[src/rtl/instr_decode_ctrl.sv]
// Decode/sequencing stage ahead of the ALU/register-file block: accepts one instruction per
// handshake, runs a fixed IDLE->READ->EXEC cycle and keeps the PSR that feeds carry back in.
module instr_decode_ctrl #(
    parameter int              DATA_W   = 16,
    parameter int              SEL_W    = 5,
    parameter logic [SEL_W-1:0] NO_WRITE = 5'd31
) (
    input  logic              clock,
    input  logic              reset,
    input  logic [DATA_W-1:0] instr,
    input  logic              instr_valid,
    output logic              instr_ready,
    input  logic [4:0]        flagsOutput,
    output logic [DATA_W-1:0] immediate,
    output logic [SEL_W-1:0]  regEnables,
    output logic [SEL_W-1:0]  buffAEnables,
    output logic [SEL_W-1:0]  buffBEnables,
    output logic              Cin,
    output logic              regOrImmed,
    output logic [3:0]        op,
    output logic [3:0]        exop,
    output logic [4:0]        flags,
    output logic              retire
);

    typedef enum logic [1:0] {
        IDLE = 2'd0,
        READ = 2'd1,
        EXEC = 2'd2
    } state_t;

    localparam logic [3:0] OP_REG  = 4'b0000;
    localparam logic [3:0] OP_ADDI = 4'b0101;
    localparam logic [3:0] OP_ADDC = 4'b0111;
    localparam logic [3:0] OP_SUBI = 4'b1001;
    localparam logic [3:0] OP_SUBC = 4'b1010;
    localparam logic [3:0] OP_CMP  = 4'b1011;
    localparam logic [3:0] OP_LUI  = 4'b1111;

    state_t            state_q, state_d;
    logic [DATA_W-1:0] instr_q, instr_d;
    logic [4:0]        psr_q, psr_d;

    logic              instr_ready_q, instr_ready_d;
    logic [DATA_W-1:0] immediate_q, immediate_d;
    logic [SEL_W-1:0]  reg_en_q, reg_en_d;
    logic [SEL_W-1:0]  buff_a_q, buff_a_d;
    logic [SEL_W-1:0]  buff_b_q, buff_b_d;
    logic              cin_q, cin_d;
    logic              reg_or_immed_q, reg_or_immed_d;
    logic [3:0]        op_q, op_d;
    logic [3:0]        exop_q, exop_d;
    logic              retire_q, retire_d;

    logic [3:0]        cur_class;
    logic [3:0]        nxt_opcode;
    logic [3:0]        nxt_class;
    logic [7:0]        nxt_imm8;

    // Class code selects flag/carry/no-write behaviour: exop for register form, opcode otherwise.
    function automatic logic [3:0] class_of(input logic [DATA_W-1:0] ins);
        return (ins[15:12] == OP_REG) ? ins[7:4] : ins[15:12];
    endfunction

    function automatic logic is_flag_class(input logic [3:0] code);
        return (code == 4'b0101) || (code == 4'b0110) || (code == 4'b0111) ||
               (code == 4'b1001) || (code == 4'b1010) || (code == 4'b1011);
    endfunction

    assign cur_class = class_of(instr_q);

    always_comb begin
        state_d = state_q;
        instr_d = instr_q;
        psr_d   = psr_q;
        case (state_q)
            IDLE: begin
                if (instr_valid && instr_ready_q) begin
                    instr_d = instr;
                    state_d = READ;
                end
            end
            READ: state_d = EXEC;
            EXEC: begin
                state_d = IDLE;
                if (is_flag_class(cur_class)) begin
                    psr_d = flagsOutput;
                end
            end
            default: state_d = IDLE;
        endcase
    end

    assign nxt_opcode = instr_d[15:12];
    assign nxt_class  = class_of(instr_d);
    assign nxt_imm8   = instr_d[7:0];

    // Outputs are decoded for the state being entered so they are stable for the whole cycle
    // straight out of flops; Cin reads the PSR as it stands, i.e. before this instruction's capture.
    always_comb begin
        instr_ready_d  = (state_d == IDLE);
        retire_d       = (state_d == EXEC);
        immediate_d    = '0;
        reg_en_d       = NO_WRITE;
        buff_a_d       = '0;
        buff_b_d       = '0;
        cin_d          = 1'b0;
        reg_or_immed_d = 1'b0;
        op_d           = 4'b0000;
        exop_d         = 4'b0000;
        if (state_d != IDLE) begin
            buff_a_d = {{(SEL_W-4){1'b0}}, instr_d[11:8]};
            buff_b_d = {{(SEL_W-4){1'b0}}, instr_d[3:0]};
            if (nxt_opcode == OP_REG) begin
                exop_d         = instr_d[7:4];
                reg_or_immed_d = 1'b1;
            end else begin
                op_d = nxt_opcode;
                case (nxt_opcode)
                    OP_ADDI, OP_SUBI, OP_CMP:
                        immediate_d = {{(DATA_W-8){nxt_imm8[7]}}, nxt_imm8};
                    OP_LUI:
                        immediate_d = {nxt_imm8, {(DATA_W-8){1'b0}}};
                    default:
                        immediate_d = {{(DATA_W-8){1'b0}}, nxt_imm8};
                endcase
            end
            if ((nxt_class == OP_ADDC) || (nxt_class == OP_SUBC)) begin
                cin_d = psr_q[4];
            end
            if ((state_d == EXEC) && (nxt_class != OP_CMP)) begin
                reg_en_d = {{(SEL_W-4){1'b0}}, instr_d[11:8]};
            end
        end
    end

    always_ff @(posedge clock or posedge reset) begin
        if (reset) begin
            state_q        <= IDLE;
            instr_q        <= '0;
            psr_q          <= '0;
            instr_ready_q  <= 1'b1;
            immediate_q    <= '0;
            reg_en_q       <= NO_WRITE;
            buff_a_q       <= '0;
            buff_b_q       <= '0;
            cin_q          <= 1'b0;
            reg_or_immed_q <= 1'b0;
            op_q           <= 4'b0000;
            exop_q         <= 4'b0000;
            retire_q       <= 1'b0;
        end else begin
            state_q        <= state_d;
            instr_q        <= instr_d;
            psr_q          <= psr_d;
            instr_ready_q  <= instr_ready_d;
            immediate_q    <= immediate_d;
            reg_en_q       <= reg_en_d;
            buff_a_q       <= buff_a_d;
            buff_b_q       <= buff_b_d;
            cin_q          <= cin_d;
            reg_or_immed_q <= reg_or_immed_d;
            op_q           <= op_d;
            exop_q         <= exop_d;
            retire_q       <= retire_d;
        end
    end

    assign instr_ready  = instr_ready_q;
    assign immediate    = immediate_q;
    assign regEnables   = reg_en_q;
    assign buffAEnables = buff_a_q;
    assign buffBEnables = buff_b_q;
    assign Cin          = cin_q;
    assign regOrImmed   = reg_or_immed_q;
    assign op           = op_q;
    assign exop         = exop_q;
    assign flags        = psr_q;
    assign retire       = retire_q;

endmodule
[config.mk]
export PLATFORM = sky130hd
export DESIGN_NAME = instr_decode_ctrl
export DESIGN_NICKNAME = d
export VERILOG_FILES = /design/src/rtl/instr_decode_ctrl.sv
export SDC_FILE = /design/constraint.sdc
export NUM_CORES = 1
export LEC_CHECK = 0
export ABC_AREA = 1
export CAP_MARGIN = 20
export CORE_ASPECT_RATIO = 0.75
export CORE_MARGIN = 2
export CORE_UTILIZATION = 30
export CTS_CLUSTER_SIZE = 8
export DETAILED_ROUTE_END_ITERATION = 10
export PLACE_DENSITY = 0.66
export SETUP_SLACK_MARGIN = 0.2
export SLEW_MARGIN = 0
export SYNTH_ARGS = -nofsm -noshare
export SYNTH_HDL_FRONTEND = slang
export SYNTH_SLANG_ARGS = --single-unit
export TNS_END_PERCENT = 30
[constraint.sdc]
create_clock -name clock -period 2.3 [get_ports clock]
set_clock_uncertainty 0.05 [all_clocks]
set_input_delay 0.575 -clock clock [delete_from_list [all_inputs] [get_ports clock]]
set_output_delay 0.575 -clock clock [all_outputs]
set_load 0.02 [all_outputs]
======== After elaboration in Yosys (flattened, before gate mapping) ========
Index checks and enable logic that the tools add are counted.
word-level totals
  bits in registers ....................... 66
  input bits .............................. 24
  word-level logic and storage cells ...... 65
cells by class
  equality and inequality tests ........... 16
  multiplexer cells ....................... 21
  reductions and logical operators ........ 15
operators with widths
  operator                                       count
  two-way mux 16 bit                             4
  two-way mux 4 bit                              8
  case mux 16 bit (2 select lines)               1
  == test 4 bit, second input constant           7
  == test 4 x 3 -> 1 bit, second input constant  5
  two-way mux 5 bit                              2
  logical NOT 4 bit                              2
  logical OR 1 bit                               6
  == test 2 bit, second input constant           2
  logical NOT 2 bit                              2
  two-way mux 1 bit                              4
  != test 4 bit, second input constant           1
  case mux 2 bit (2 select lines)                1
  OR reduction 3 bit                             1
  == test 2 x 1 -> 1 bit, second input constant  1
  logical AND 1 bit                              2
  two-way mux 2 bit                              1
  AND reduction 2 bit                            1
  nonzero test 2 bit                             1

======== Logic depth before layout (Yosys ltp) ========
Gate-level depths: netlist (run 1).
  depth after elaboration ................. 9
  gate-level depth with buffers ........... 12
  depth with buffers taken out ............ 12

======== Worst setup path before layout (run 1) ========
No wires, ideal clock.
  kind .................................... input-to-reg
  start point ............................. input port instr_valid
  end point ............................... register immediate_q[4], in the netlist immediate[4]
  library setup time ...................... 0.136 ns
  arrival time ............................ 1.647 ns
  required time ........................... 2.114 ns
  setup slack ............................. 0.467 ns
  stages on the path ...................... 10
  buffers on the path ..................... 0
  cell sequence ........................... nand2_1 inv_2 nand2_4 nand2_1 nand2_2 inv_2 nor3_4 inv_2 o211ai_2 a21oi_1
on the way
  cells in the longest elaborated chain, start to end .. 8
ends and longest elaborated chain
  item                                                            RTL line  RTL
  start: declaration                                              11        input logic instr_valid,
  logical AND 1 bit *                                             78        if (instr_valid && instr_ready_q) begin
  two-way mux 16 bit *                                            78
  two-way mux 16 bit *                                            76        case (state_q)
  net instr_d[12]                                                 41        logic [DATA_W-1:0] instr_q, instr_d;
  == test 4 x 3 -> 1 bit / == test 4 bit (equally long branches)  119       case (nxt_opcode)
  OR reduction 3 bit                                              119
  case mux 16 bit (2 select lines)                                119
  two-way mux 16 bit *                                            114       if (nxt_opcode == OP_REG) begin
  two-way mux 16 bit *                                            111       if (state_d != IDLE) begin
  net immediate_d[4]                                              45        logic [DATA_W-1:0] immediate_q, immediate_d;
  end signal: assignment                                          157       immediate_q <= immediate_d;
  end: declaration                                                45
The timed path passes the listed nets; every way through them passes the cells marked *.
A chain may end at the register's enable or synchronous reset.

======== Worst setup path in the final report (run 1) ========
  start point ............................. register reg_en_q[0], in the netlist regEnables[0]
  end point ............................... output port regEnables[0]
RTL lines
  item                      RTL line  RTL
  start: declaration        46        logic [SEL_W-1:0] reg_en_q, reg_en_d;
  start signal: assignment  158       reg_en_q <= reg_en_d;
  end: declaration          15        output logic [SEL_W-1:0] regEnables,
No word-level cell between the ends.

==> results.yml, run 1 <==
timing:
  rsz0062_at_grt: "true"
  min_period_ns: 2.076
  fmax_mhz: 481.7
  hold_violations: 0
  period_share_pct: 90.26
  setup_viol: 0
  slew_viol_final: 0
placed_design:
  hpwl_um: 4355
  gp_routability_congestion: 0.7930
  io_buffer_count: 69
  dp_cells: 442
critical_path:
  path_max_fanout: 1
  crit_buf_inv: 1
  criticalPathCategory: "reg2out"
  cp-end-kind: "output port"
  crit_chain: "clkdlybuf4s50_1"
  slowest_stage: "clkdlybuf4s50_1"
  critPathMaxStageDelay_ns: 0.60
  critical_path_arrival_ns: 1.45
  critical_path.top_delay_family: "buffers and inverters"
  critPathRequiredTime_ns: 1.67
  crit_path_start_kind: "flip-flop"
final_layout:
  fin_util_pct: 48.25
  final_net_count: 382
  instances_no_fill: 468
  areaGrowthSynthToFinish_pct: 53.70
  antennaDiodeCount: 0
  drive_gt1_share_pct: 28.65
routing:
  drtAntennaViolNets: 0
  viasPerCell: 4.372
  drt-wirelength-per-cell_um: 13.76
  drt-total-wl_um: 6441
  route.vias.total: 2046
  drt-initial-drc-count: 97
  drc: 0
  dr.pass1.iters: 4
logic_synthesis:
  yosysMostFrequentCell: "dfrtp_1"
  synth_adder_area_share_pct: 0
  postSynthAreaPerCell_um2: 10.24
  ys_top_cells_by_count: "dfrtp_1, nand2_1, nor2_1"
  synthArstFlopShare_pct: 100.0
  yosys_register_bits: 63
  synth_area_um2: 2519
  synth_mux_area_share_pct: 0
  synthXorXnorAreaFrac_pct: 0
  synth_cells: 246
  synth_top_family_by_area: "simple AND/OR/NAND/NOR gates"
  synth-main-ff-cell: "dfrtp_1"
  synth-seq-area-share_pct: 62.89
  yosysWarnings: 0
  synthTopCellsByArea: "dfrtp_1, dfstp_2, nand2_1, nor2_1, nand3_1"
  synth_compound_area_share_pct: 6.806
  yosys.area.top_type: "dfrtp_1"
  synth-edff-count: 0
  synthSimpleGateAreaFrac_pct: 24.44
  ys_types: 26
  synth_top_area_share_pct: 56.63
global_route:
  antenna_found_initial: 0
  grt_max_degree: 64
  grt_pass1_wl_um: 10390
  track_usage_pct: 15.12
  grt_pass1_vias: 2097
  grt_overflow_total: 0
clock_network:
  numCtsBuffers: 9
  insertion_delay_ns: 0.33
  cts.sinks: 63
  clk_pin_slew_ns: 0.07
  cts_max_level: 3
  cts_tree: "yes"
  cts_buffer_depth: 2
  cts_root_buffer: "clkbuf_8"
  cts_hold_buf: 0
floorplan:
  die_width_um: 109.8
  ios: 72
  die_h_um: 83.35
  initial_core_util_pct: 31.39
  coreArea_um2: 8023
  dieArea_um2: 9152
  num_rows: 28
power:
  static-leakage-power_nw: 1.809
  power_density_nw_per_um2: 1461
  ir_drop_mv: 0.6492
status:
  outcome: "completed"
hold_path:
  min_path_type: "reg2reg"
job:
  drv_cap: 0
## layer usage
| layer | vias up | global-route usage, % | part of all wire, % |
|---|---|---|---|
| met1 | 980 | 21.08 | 48 |
| met5 | - | 0 | 0 |
| met4 | 0 | 4.258 | 0.23 |
| met2 | 69 | 21.75 | 44 |
| li1 | 995 | - | - |
| met3 | 2 | 5.808 | 7.7 |
## final cells by class
cell class / count / area (um2)
fillers: 781 / 4151
flip-flops and latches: 63 / 1585
repair buffers: 105 / 997.2
multi-input cells: 153 / 864.6
clock buffers: 13 / 168.9
well taps: 105 / 131.4
inverters: 26 / 106.4
clock inverters: 3 / 17.52
## state kept, by name, summed over array words and instances, names as in the netlist
| name | cells |
|---|---|
| regOrImmed | 1 |
| regEnables | 5 |
| exop | 4 |
| state_q | 1 |
| instr_ready | 1 |
| immediate | 16 |
| buffBEnables | 4 |
| retire | 1 |
| Cin | 1 |
| op | 4 |
| flags | 5 |
| buffAEnables | 4 |
| instr_q | 16 |
## cells in the final DEF, fill, tap and decap left out, drive strengths merged
master / count
dfstp: 6
dlymetal6s2s: 1
dfrtp: 57
nor2: 44
clkdlybuf4s50: 66
clkinv: 3
or2: 8
nor3: 1
conb: 2
dlygate4sd2: 2
a211oi: 2
clkinvlp: 2
inv: 24
nand3: 21
buf: 36
clkbuf: 13
a21oi: 9
nand2: 50
o21ai: 14
o21bai: 1
o211ai: 1
## worst paths after layout
kind / from / endpoint / slack, ns / cells past startpoint
setup reg to reg: instr_ready / regEnables[2] / 0.32 / 12
max in group asynchronous: reset / instr_ready / 1.25 / 3
min in group asynchronous: reset / flags[2] / 0.61 / 3
hold reg to reg: flags[2] / flags[2] / 0.43 / 2
hold / removal: flags[2] / flags[2] / 0.43 / 2
setup / recovery: regEnables[0] / regEnables[0] / 0.22 / 1
## cell families after synthesis
| logic type | Yosys count |
|---|---|
| compound gates | 27 |
| other cells | 1 |
| flops | 63 |
| simple gates | 123 |
| buf+inv | 32 |
## metrics by stage
step	instance area [um2]	power, mW	setup WS (ns)	hold WS (ns)	setup TNS (ns)
final	3871	5.656	0.2239	0.4321	0
after global routing	3871	6.084	0.1810	0.4576	0
after CTS	3811	5.606	0.1979	0.4318	0
after detailed placement	3517	4.534	-0.2023	0.4169	-4.103
after global placement	3517	4.502	-0.1983	0.4067	-3.616
after floorplan	2526	3.309	0.4670	0.4571	0
## where the power goes
group	internal (mW)	leakage (nW)	switching (mW)
registers	1.54	0.788	0.183
logic	1.33	0.926	1.72
clock network	0.476	0.0954	0.402
## repair_timing
item / CTS / global route
gates resized for setup: 15 / 5
endpoints found under the setup margin: 11 / 12
setup buffers: 5 / 3
cloned: 1 / 0
pin swaps: 7 / 6
Power figures use the tool's default switching activity.
==> inputs of run 2 (changes only) <==
--- a/config.mk
+++ b/config.mk
@@ -10,7 +10,7 @@
 export CORE_ASPECT_RATIO = 0.75
 export CORE_MARGIN = 2
 export CORE_UTILIZATION = 30
-export CTS_CLUSTER_SIZE = 8
+export CTS_CLUSTER_SIZE = 28
 export DETAILED_ROUTE_END_ITERATION = 10
 export PLACE_DENSITY = 0.66
 export SETUP_SLACK_MARGIN = 0.2
==> results of run 2 <==
The final DEF is identical to that of run 1; final timing and power are the same.
